[src/rtl/sync_frame_packer.sv]
// Small FIFO that emits exactly one framed word (FIFO head or idle word) per sync beat.
// Optional `define SYNC_FRAME_PARITY_EN adds a registered even-parity output out_parity.
module sync_frame_packer #(
  parameter int                DATA_W    = 8,
  parameter int                DEPTH     = 4,
  parameter int                SEQ_W     = 4,
  parameter logic [DATA_W-1:0] IDLE_WORD = '0,
  parameter int                UF_W      = 8
) (
  input  logic              clk,
  input  logic              rst,
  input  logic              sync_in,
  input  logic [DATA_W-1:0] in_data,
  input  logic              in_valid,
  output logic              in_ready,
  output logic [DATA_W-1:0] out_data,
  output logic              out_valid,
  output logic              out_idle,
  output logic [SEQ_W-1:0]  out_seq,
`ifdef SYNC_FRAME_PARITY_EN
  output logic              out_parity,
`endif
  output logic [UF_W-1:0]   underflow_cnt
);

  localparam int AW = (DEPTH > 1) ? $clog2(DEPTH) : 1;
  localparam int CW = AW + 1;

  logic [DATA_W-1:0] mem [DEPTH];
  logic [AW-1:0]     wr_ptr_reg, rd_ptr_reg;
  logic [CW-1:0]     count_reg;
  logic              sync_prev_reg;
  logic [SEQ_W-1:0]  frame_cnt_reg;
  logic [DATA_W-1:0] out_data_reg;
  logic              out_valid_reg, out_idle_reg;
  logic [SEQ_W-1:0]  out_seq_reg;
  logic [UF_W-1:0]   underflow_cnt_reg;

  logic full, empty, push, beat, pop;

  // Flags come only from registered occupancy, so in_ready has no input path.
  assign full  = (count_reg == CW'(DEPTH));
  assign empty = (count_reg == '0);
  assign push  = in_valid & ~full;
  assign beat  = sync_in & ~sync_prev_reg;
  assign pop   = beat & ~empty;

  // Storage is left unreset; contents are discarded logically by clearing the pointers.
  always_ff @(posedge clk) begin
    if (push) mem[wr_ptr_reg] <= in_data;
  end

  always_ff @(posedge clk or posedge rst) begin
    if (rst) begin
      sync_prev_reg     <= 1'b1;
      wr_ptr_reg        <= '0;
      rd_ptr_reg        <= '0;
      count_reg         <= '0;
      frame_cnt_reg     <= '0;
      out_data_reg      <= IDLE_WORD;
      out_valid_reg     <= 1'b0;
      out_idle_reg      <= 1'b0;
      out_seq_reg       <= '0;
      underflow_cnt_reg <= '0;
    end else begin
      sync_prev_reg <= sync_in;
      out_valid_reg <= beat;
      if (push) wr_ptr_reg <= wr_ptr_reg + AW'(1);
      if (pop)  rd_ptr_reg <= rd_ptr_reg + AW'(1);
      case ({push, pop})
        2'b10:   count_reg <= count_reg + CW'(1);
        2'b01:   count_reg <= count_reg - CW'(1);
        default: count_reg <= count_reg;
      endcase
      if (beat) begin
        out_seq_reg   <= frame_cnt_reg;
        frame_cnt_reg <= frame_cnt_reg + SEQ_W'(1);
        if (pop) begin
          out_data_reg <= mem[rd_ptr_reg];
          out_idle_reg <= 1'b0;
        end else begin
          out_data_reg <= IDLE_WORD;
          out_idle_reg <= 1'b1;
          if (underflow_cnt_reg != '1)
            underflow_cnt_reg <= underflow_cnt_reg + UF_W'(1);
        end
      end
    end
  end

`ifdef SYNC_FRAME_PARITY_EN
  logic out_parity_reg;

  always_ff @(posedge clk or posedge rst) begin
    if (rst) begin
      out_parity_reg <= 1'b0;
    end else if (beat) begin
      out_parity_reg <= pop ? ^{1'b0, mem[rd_ptr_reg]} : ^{1'b1, IDLE_WORD};
    end
  end

  assign out_parity = out_parity_reg;
`endif

  assign in_ready      = ~full;
  assign out_data      = out_data_reg;
  assign out_valid     = out_valid_reg;
  assign out_idle      = out_idle_reg;
  assign out_seq       = out_seq_reg;
  assign underflow_cnt = underflow_cnt_reg;

endmodule

[config.mk]
export PLATFORM = sky130hd
export DESIGN_NAME = sync_frame_packer
export DESIGN_NICKNAME = d
export VERILOG_FILES = /design/src/rtl/sync_frame_packer.sv
export SDC_FILE = /design/constraint.sdc
export NUM_CORES = 1
export LEC_CHECK = 0
export ABC_AREA = 1
export CELL_PAD_IN_SITES_DETAIL_PLACEMENT = 1
export CELL_PAD_IN_SITES_GLOBAL_PLACEMENT = 1
export CORE_ASPECT_RATIO = 1.1
export CORE_MARGIN = 2
export CORE_UTILIZATION = 35
export DETAILED_ROUTE_END_ITERATION = 16
export GPL_TIMING_DRIVEN = 0
export PLACE_DENSITY = 0.74
export REMOVE_ABC_BUFFERS = 1
export SETUP_SLACK_MARGIN = 0.15
export SYNTH_ARGS = -nofsm -noshare
export SYNTH_HDL_FRONTEND = slang
export SYNTH_SLANG_ARGS = --single-unit
[constraint.sdc]
create_clock -name clk -period 4 [get_ports clk]
set_input_delay 0.8 -clock clk [delete_from_list [all_inputs] [get_ports clk]]
set_output_delay 0.8 -clock clk [all_outputs]
set_load 0.01 [all_outputs]
* After elaboration in Yosys (flattened, before gate mapping) *
Memory sizes are Yosys's and may differ from the RTL's.
Index checks and enable logic that the tools add are counted.

word-level totals
  bits in registers = 34
  RAM bits = 32
  input port bits = 12
  output and inout bits = 23
  word-level logic and storage cells = 36
  memories kept = 1

operators by class
  $add $sub $neg = 6
  equal/unequal tests = 4
  mux-type cells = 5
  bitwise gates (word level) = 7
  reductions and logical operators = 3

memory list
  name  words  width  rd ports  clocked after Yosys merged registers in  write ports  line  source
  mem   4      8      1         0                                        1            29    logic [DATA_W-1:0] mem [DEPTH];

operators by type and width
  cell                 count
  $add 8x1->8 const B  1
  $mux 8               1
  $ne 8x8->1 const B   1
  $pmux 3 s2           1
  $add 2x1->2 const B  2
  $add 4x1->4 const B  1
  $not 1->1            4
  $add 3x1->3 const B  1
  $and 1x1->1          3
  $eq 3x3->1 const B   1
  $logic_not 3->1      1
  $mux 1               3
  $reduce_and 3->1     1
  $sub 3x1->3 const B  1
  $eq 2x1->1 const B   1
  $eq 2x2->1 const B   1
  $reduce_bool 2->1    1

* Logic depth before layout (Yosys ltp) *
Gate-level depths: netlist of the first run.

  word-level depth = 5
  mapped depth = 11
  gate-level depth less buffers = 10

* Least setup slack after synthesis of the first run *
No wires, ideal clock.

  kind = in2reg
  start point = input port sync_in
  end point = register count_reg[2]
  arrival = 2277 ps
  required time = 3921 ps
  setup slack = 1644 ps
  stages on the path = 11
  buffers on the path = 1
  cells stage by stage = inv_2 > nor2_4 > nand2_4 > inv_2 > buf_8 > ha_1 > inv_1 > fa_1 > or2_2 > nand2_1 > xor2_1

between the ends
  cells in the longest elaborated chain, start to end = 4
  elaborated cells between the ends (all ways) = 6

ends and longest elaborated chain
  what                                                    line  source
  start: declaration                                      12    input logic sync_in,
  $and 1x1->1 *                                           45    assign beat = sync_in & ~sync_prev_reg;
  named net beat                                          39    logic full, empty, push, beat, pop;
  $and 1x1->1 *                                           46    assign pop = beat & ~empty;
  named net pop                                           39
  $eq 2x1->1 / $eq 2x2->1 (equally long branches)         70    case ({push, pop})
  $pmux 3 s2 / $reduce_bool 2->1 (equally long branches)  -
  end signal: assignment                                  71    2'b10: count_reg <= count_reg + CW'(1);
  end signal: assignment                                  72    2'b01: count_reg <= count_reg - CW'(1);
  end signal: assignment                                  73    default: count_reg <= count_reg;
  end: declaration                                        31    logic [CW-1:0] count_reg;

Mark *: on every way through the listed nets, which the timed path passes. The rest lies on a longest branch.
A chain may end at the register's enable or synchronous reset.

* Final worst setup path of the first run *
  start point = input port sync_in
  end point = register count_reg[2]

between the ends
  cells in the longest elaborated chain, start to end = 4
  elaborated cells between the ends (all ways) = 6

ends and longest elaborated chain
  what                                                    line
  $and 1x1->1 *                                           45
  named net beat                                          39
  $and 1x1->1 *                                           46
  $eq 2x1->1 / $eq 2x2->1 (equally long branches)         70
  $pmux 3 s2 / $reduce_bool 2->1 (equally long branches)  -

Marked as above.

==> results of run 1 <==
## cells in the final DEF (no fill, tap or decap), types with 5 or more instances in the layout
master | synthesis | final
nand2_2 | 5 | 5
clkdlybuf4s50_1 | 0 | 34
o21ai_0 | 6 | 6
nor2_1 | 10 | 10
nand3_2 | 8 | 8
nand3_1 | 21 | 21
dfrtp_1 | 33 | 33
inv_2 | 4 | 5
nand2_1 | 93 | 93
xor2_1 | 8 | 8
clkbuf_8 | 0 | 9
ha_1 | 7 | 7
inv_1 | 20 | 19
edfxtp_1 | 32 | 32
## worst min-delay path: stages, from the launching register on
cell	delay, ns
dfrtp_1	0.34
nand2_1	0.05
o21ai_0	0.06
## worst max-delay path by stage
stage            start      endpoint  slack (ns)  cells past startpoint
2_1_floorplan  sync_in  count_reg[2]        1.63                     10
3_3_place_gp   sync_in  count_reg[2]        0.86                     11
3_5_place_dp   sync_in  count_reg[2]        0.83                     11
4_1_cts        sync_in  count_reg[2]        1.19                     11
5_1_grt        sync_in  count_reg[2]        1.05                     11
6_report       sync_in  count_reg[2]        1.21                     11
## power by group through the flow
stage / clock network, W / registers [W] / logic [W]
6_report: 0.000504 / 0.00106 / 0.000700
2_1_floorplan: 0 / 0.00107 / 0.000405
5_1_grt: 0.000548 / 0.00109 / 0.000799
4_1_cts: 0.000520 / 0.00107 / 0.000719
3_3_place_gp: 0 / 0.00107 / 0.000684
3_5_place_dp: 0 / 0.00108 / 0.000712
## cells by family (layout without fill, tap and decap cells)
logic type               Yosys count  count (layout)
buffers and inverters             32              76
XOR/XNOR                          10              10
AND/OR/NAND/NOR                  147             147
adder cells (fa/ha/maj)            8               8
AO/OA/AOI/OAI                      9               9
flip-flops                        66              66
## routing by layer
| metal | vias to the layer above | wire (µm) |
|---|---|---|
| met2 | 31 | 2920 |
| li1 | 952 | - |
| met5 | - | 0 |
| met4 | 0 | 142 |
| met3 | 10 | 203 |
| met1 | 966 | 2530 |
## area by class of cell
type | instances | share of cell area, %
Clock buffer | 9 | 3.54
Clock inverter | 7 | 1.57
Inverter | 26 | 2.93
Multi-Input combinational cell | 174 | 26.6
Sequential cell | 66 | 51.8
Tap cell | 108 | 3.86
Timing Repair Buffer | 34 | 9.72
## per-stage QoR
| stage | hold slack, ns | power [W] |
|---|---|---|
| 2_1_floorplan | 0.487 | 0.00147 |
| 3_3_place_gp | 0.462 | 0.00175 |
| 3_5_place_dp | 0.473 | 0.00179 |
| 4_1_cts | 0.492 | 0.00230 |
| 5_1_grt | 0.517 | 0.00244 |
| 6_report | 0.487 | 0.00226 |
==> run metrics, run 1 <==
status=finished clean; Initial DRC Count=78; ant diodes=0; Buf/Inv on CP=4; syn avg cell area=10.6 µm²; Worst Hold Depth=2; setup bufs post-CTS=0; met3 Use GR=under 10%; Layout Cell Area excl Fill=0.00350 mm²; flop2flop setup slack=1.85 ns; internal power=0.00144 W; Detail Route Antenna Nets=0; DP Wirelength=3860 µm; DIE AREA=~0.009 mm²; Finished Core Util=44.0%; fillers=~920; latest clock arrival within the worst-skew pair=around 0.35 ns; clock network power share=22.3%; Multi-input gate area=932 µm²; worst reg2reg path depth=10; CP Launch Type=input port; Synth Area in Compound Gates=1.56%; dpl cells=between 400 and 500; sequential fraction of the synthesis area=62.7%; hold path startpoint=out_seq[2]; Worst Max-Slew Pin Slew=0.846 ns; WP data arrival=approximately 3 ns; Post-synth EDFFs=32; clock root buffer=clkbuf_8; final std cells w/o fill=424; final WL=5790 µm; number of global-route vias before repair=2049; wire per inst=13.7 µm; Initial Utilization=between 30% and 40%; Post-CTS Resized=0; CP max-delay cell=clkdlybuf4s50_1; multiplexer share of the synthesized area=0%; Cell variety after synth=28; TritonRoute pass-1 iters=4; ratio of cells with drive above 1 in the final layout=13.9%; Worst Setup End Kind=register; clk buf depth=2; met1 GRT Util=16.6%; Post-Synth Adder-Cell Area=3.72%; largest net degree at the start of global routing=35; drt drc=0; combinational power share=30.9%; Setup TNS=0 ns; gpl congestion=0.705; Overflow after GRT=0; XOR/XNOR share of the synthesized area=3.03%; Core ar.=0.00796 mm²; clock-pin slew on the worst setup and hold paths=0.08 ns; H-tree Lvls=3; I/O Pins=35; Sw Share=36.3%; CTS Hold Bufs=0; initial antenna violation count=0; Max Freq=~360 MHz; final hold vios=0; RSZ-0062 raised after global routing=false; Sequential Power Share=46.9%; CTS Sinks=66; GR Util met2=24.4%; dominant delay contributor by cell family on the critical path=buffers and inverters; Synth async-reset ratio=around half; Synth top area share=between 30% and 40%; global routing's busiest layer=met2; Gate Count Post-Synth=272; Hold EP=out_seq[2]; # Max-Cap Violations=0; Hold Path Class=reg -> reg; top_reg_cell synth=dfrtp_1; top-count cell post-synth=nand2_1; mapped cell area=around 0.0029 mm²; top cells by area, synth=edfxtp_1 (33%), dfrtp_1 (29%), nand2_1 (12%); max reg flops=32; Psw=approximately 0.00082 W; capture point of the worst reg-to-reg path=count_reg[2]; period utilization=69.9%; first-pass GRT wire length=9940 µm; post-synthesis register bit count=66; crit path time final=roughly 2.8 ns; Die X=90.7 µm; post-synth top area cell=edfxtp_1; Syn. warnings=0; critical-path cell list=clkdlybuf4s50_1 -> inv_2 -> nor2_4 -> nand2_4 -> inv_2 -> ha_1 -> inv_1 -> fa_1 -> or2_2 -> nand2_1 -> xor2_1; GRT Util Overall=between 10 and 15%; Final Max Slew Viols=0; Setup Skew=0.0125 ns; Rows=34; cell mode on critical path=inv_2; PD cells=647 mW/mm²; CTS tree=done; count of final setup violators=0; placed instance area=between 0.003 and 0.004 mm²; detail-routed via count per cell=roughly 4.6; reg-to-reg critical path startpoint=count_reg[0]; port buffer count=34; VDD IR max=0.223 mV; area grow syn2layout=21.1%; Slew HR=43.4%; kind of critical path=in -> reg; register area=between 0.0015 and 0.002 mm²; largest family of logic cells by synthesized area=simple AND/OR/NAND/NOR gates; NumNets Final=331; DIE HEIGHT=between 90 and 100 µm; Crit path required time=4.26 ns; Lkg Pwr=1.49 nW; max incr delay on CP=0.54 ns; setup ws final=around 1.2 ns; Worst Path Max Fanout=11; Simple-Gate Fraction of Synth Area=about a quarter; Inserted Clock Buffers=9; Place WS=around 0.83 ns; detailed-route via count=1959; Post-synth top cells=nand2_1 (93), dfrtp_1 (33), edfxtp_1 (32), nand3_1 (21), inv_1 (20)
(Power assumes the default switching activity.)
==> run 2, diff against run 1 <==
--- a/config.mk
+++ b/config.mk
@@ -13,7 +13,7 @@
 export CORE_UTILIZATION = 35
 export DETAILED_ROUTE_END_ITERATION = 16
 export GPL_TIMING_DRIVEN = 0
-export PLACE_DENSITY = 0.74
+export PLACE_DENSITY = 0.76
 export REMOVE_ABC_BUFFERS = 1
 export SETUP_SLACK_MARGIN = 0.15
 export SYNTH_ARGS = -nofsm -noshare
==> constraint.sdc (replaced) <==
create_clock -name clk -period 2.3 [get_ports clk]
set_input_delay 0.46 -clock clk [delete_from_list [all_inputs] [get_ports clk]]
set_output_delay 0.46 -clock clk [all_outputs]
set_load 0.01 [all_outputs]
==> run metrics, run 2 (synthesis gave the netlist of run 1 again) <==
status=finished clean; CTS tree=done; clock root buffer=clkbuf_8; VDD IR max=between 0.3 and 0.4 mV; DIE AREA=~0.0090 mm²; clk buf depth=2; I/O Pins=35; final std cells w/o fill=430; number of global-route vias before repair=roughly 2100; latest clock arrival within the worst-skew pair=0.34 ns; NumNets Final=between 300 and 400; gpl congestion=0.703; Initial DRC Count=90; reg-to-reg critical path startpoint=count_reg[0]; CTS Sinks=66; RSZ-0062 raised after global routing=false; Lkg Pwr=~1.5 nW; H-tree Lvls=3; Setup TNS=0 ns; CP Launch Type=input port; port buffer count=34; hold path startpoint=sync_in; drt drc=0; Multi-input gate area=~940 µm²; Critical Path End=count_reg[2]; flop2flop setup slack=between 0.3 and 0.4 ns; kind of critical path=in -> reg; period utilization=88.4%; detailed-route via count=1985; total power=just over 0.004 W; largest net degree at the start of global routing=21; crit path time final=2.03 ns; Rows=34; initial antenna violation count=0; dpl cells=409; detail-routed via count per cell=4.62; capture point of the worst reg-to-reg path=count_reg[2]; Max Freq=492 MHz; Slew HR=44.6%; Hold Path Class=in -> reg; wire per inst=13.9 µm; Worst Max-Slew Pin Slew=0.827 ns; Crit path required time=2.56 ns; ant diodes=0; TritonRoute pass-1 iters=5; fillers=895; final WL=5980 µm; Finished Core Util=45.0%; Worst Setup End Kind=register; Core ar.=0.00796 mm²; most frequent cells in the layout=nand2_1 (93), dfrtp_1 (33), clkdlybuf4s50_1 (33); # Max-Cap Violations=0; Setup Skew=0.00809 ns; final hold vios=0; Detail Route Antenna Nets=0; PD cells=1130 mW/mm²; ratio of cells with drive above 1 in the final layout=14.0%; Final Max Slew Viols=0; clock-pin slew on the worst setup and hold paths=0.07 ns; Initial Utilization=around 36%; DIE HEIGHT=99.3 µm; most common cell after layout, fill and taps aside=nand2_1; area grow syn2layout=23.8%; first-pass GRT wire length=10300 µm; GRT Util Overall=14.7%; WP data arrival=2.30 ns; Overflow after GRT=0; worst reg2reg path depth=10; CTS Hold Bufs=0; register area=0.00181 mm²; critical path startpoint=sync_in; max reg flops=32; Inserted Clock Buffers=9; count of final setup violators=0; Worst Path Max Fanout=11; Die X=about 90 µm; DP Wirelength=4180 µm
## run 2: cell types whose count changed in the layout (fill, tap and decap cells not counted), sizes merged
cell	before	now
buf	0	6
bufinv	0	1
clkbuf	9	12
clkdlybuf4s50	34	33
clkinv	4	3
clkinvlp	2	0
dlygate4sd2	0	1
inv	27	26
## run 2: per-stage QoR
stage               hold slack, ns  area [µm²]  worst slack, ns
floorplan                    0.464        2850            0.267
global placement             0.466        3320           -0.509
CTS                          0.400        3540            0.214
global route                 0.408        3580            0.161
finish                       0.412        3580            0.266
detailed placement           0.468        3350           -0.565
## run 2: how the worst min path moves through the flow
stage                               end  slack [ns]  cells past startpoint
after floorplan           sync_prev_reg        0.46                      0
after global placement       out_seq[3]        0.47                      2
after detailed placement    out_data[6]        0.47                      2
after CTS                 sync_prev_reg        0.40                      1
after global routing      sync_prev_reg        0.41                      1
final                     sync_prev_reg        0.41                      1
## run 2: cell type report
cell class	count	share of cell area, %
clock inverters	4	1.22
well taps	108	3.78
repair buffers	40	11.3
multi-input cells	174	26.2
inverters	26	3.08
clock buffers	12	3.78
flip-flops and latches	66	50.7
## run 2: critical path, stage by stage
cell and delay [ns]:
dlygate4sd2_1 0.27, inv_2 0.06, nor2_4 0.16, nand2_4 0.10, inv_8 0.12, ha_1 0.16, inv_1 0.07, fa_1 0.38
or2_2 0.30, nand2_1 0.08, xor2_1 0.14
## run 2: routing by layer
metal  share of wire (%)  GRT usage (%)
met3                 2.9           3.56
met1                  41           16.8
met5                   0              0
met2                  54           25.8
met4                 2.1           7.10
## run 2: power breakdown
part / switching (W) / internal, W / leakage [nW] / total (W)
clock network: 0.000410 / 0.000495 / 0.0918 / 0.000905
registers: 0.000253 / 0.00159 / 0.715 / 0.00184
logic: 0.000718 / 0.000570 / 0.732 / 0.00129
total: 0.00138 / 0.00265 / 1.54 / 0.00403
## run 2: what timing repair did
action | in CTS | in global routing
setup buffers | 1 | 4
gates resized for setup | 4 | 1
pin swaps | 1 | 2
endpoints found under the hold margin | 0 | 0
setup endpoints to repair | 2 | 1
==> run 3, diff against run 2 <==
--- a/config.mk
+++ b/config.mk
@@ -10,10 +10,11 @@
 export CELL_PAD_IN_SITES_GLOBAL_PLACEMENT = 1
 export CORE_ASPECT_RATIO = 1.1
 export CORE_MARGIN = 2
-export CORE_UTILIZATION = 35
+export CORE_UTILIZATION = 39
 export DETAILED_ROUTE_END_ITERATION = 16
+export GPL_ROUTABILITY_DRIVEN = 0
 export GPL_TIMING_DRIVEN = 0
-export PLACE_DENSITY = 0.76
+export PLACE_DENSITY = 0.83
 export REMOVE_ABC_BUFFERS = 1
 export SETUP_SLACK_MARGIN = 0.15
 export SYNTH_ARGS = -nofsm -noshare
==> run metrics, run 3 (synthesis gave the netlist of run 1 again) <==
dominant delay contributor by cell family on the critical path=simple AND/OR/NAND/NOR gates; CTS tree=done; max reg flops=32; setup ws final=0.299 ns; Core ar.=0.00709 mm²; final WL=6360 µm; most common cell after layout, fill and taps aside=nand2_1; RSZ-0062 raised after global routing=false; drt drc=0; CP max-delay cell=fa_1; Max Freq=500 MHz; ratio of cells with drive above 1 in the final layout=13.4%; Initial DRC Count=154; H-tree Lvls=3; latest clock arrival within the worst-skew pair=roughly 0.33 ns; Lkg Pwr=1.53 nW; Worst Max-Slew Pin Slew=0.852 ns; Final Max Slew Viols=0; Detail Route Antenna Nets=0; Hold Path Class=in -> reg; Crit path required time=2.55 ns; VDD IR max=around 0.50 mV; Met2 Wirelength=3470 µm; DR top layer=met4; CTS Sinks=66; Worst Setup End Kind=register; Worst Path Max Fanout=11; Initial Utilization=40.8%; initial antenna violation count=0; Rows=32; final hold vios=0; Overflow after GRT=0; Finished Core Util=50.0%; DIE HEIGHT=approximately 94 µm; GRT Util Overall=16.9%; dpl cells=a little under 400; I/O Pins=35; clk buf depth=2; Setup Skew=just over 0.01 ns; clock root buffer=clkbuf_8; # Max-Cap Violations=0; count of final setup violators=0; number of global-route vias before repair=2116; wire per inst=approximately 16 µm; DIE AREA=about 0.008 mm²; met3 wire length=166 µm; WP data arrival=around 2.3 ns; Place WS=-0.559 ns; Buf/Inv on CP=4; CTS Hold Bufs=0; fillers=761; largest net degree at the start of global routing=20; area grow syn2layout=22.6%; detail-routed via count per cell=4.84; PD cells=1140 mW/mm²; Die X=about 86 µm; detailed-route via count=1965; most frequent cells in the layout=nand2_1 (93), dfrtp_1 (33), clkdlybuf4s50_1 (33); TritonRoute pass-1 iters=4; ant diodes=0; DP Wirelength=between 4000 and 5000 µm; Slew HR=a little over two fifths; final std cells w/o fill=just over 400; clock-pin slew on the worst setup and hold paths=roughly 0.070 ns; Inserted Clock Buffers=9; NumNets Final=336; first-pass GRT wire length=around 10000 µm; Post-Route M1 WL=2600 µm; critical-path cell list=dlygate4sd2_1 -> inv_2 -> nor2_4 -> nand2_4 -> clkinv_8 -> ha_1 -> inv_1 -> fa_1 -> or2_2 -> nand2_1 -> xor2_1; kind of critical path=in -> reg; CP Launch Type=input port; port buffer count=34; total power=about 0.004 W; crit path time final=2.00 ns; period utilization=87.0%; Setup TNS=0 ns; status=finished clean; max incr delay on CP=between 0.3 and 0.4 ns
## run 3: changes by cell type in the layout (fill, tap and decap cells not counted)
cell      delta
clkinv_2     -1
clkinv_8     +1
buf_4        -1
inv_8        -1
clkinv_1     +1
## run 3: area by class of cell
type / instances / area (µm²) / area share [%]
inverter: 26 / 115 / 3.25
tap: 85 / 106 / 3.00
timing repair buffer: 39 / 397 / 11.2
clock inverter: 4 / 42.5 / 1.20
multi-input combinational: 174 / 937 / 26.4
clock buffer: 12 / 135 / 3.81
sequential: 66 / 1810 / 51.1
## run 3: what timing repair did
action	CTS	global route
buffers inserted	1	3
pin swaps	1	1
resized for setup	4	2
setup endpoints to repair	2	1
## run 3: stage by stage
| step | hold slack [ns] | instance area [µm²] |
|---|---|---|
| detailed placement | 0.468 | 3320 |
| floorplan | 0.464 | 2850 |
| CTS | 0.400 | 3510 |
| global placement | 0.463 | 3290 |
| finish | 0.408 | 3550 |
| global route | 0.394 | 3550 |
## run 3: final timing paths
kind,start,to,slack [ns],depth (start not counted)
setup / recovery,sync_in,count_reg[2],0.30,11
hold reg to reg,out_data[6],out_data[6],0.48,2
hold / removal,sync_in,sync_prev_reg,0.41,1
min in group asynchronous,rst,underflow_cnt[6],0.59,2
setup reg to reg,count_reg[1],count_reg[2],0.31,10
max in group asynchronous,rst,sync_prev_reg,1.06,3
## run 3: report_power, final
part | switching [W] | internal, W
sequential | 0.000270 | 0.00159
combinational | 0.000731 | 0.000564
clock | 0.000415 | 0.000493
## run 3: layer usage
layer	vias to the layer above	GRT usage [%]
met3	13	2.99
met2	37	30.7
li1	961	-
met5	-	0
met1	954	19.4
met4	0	7.28
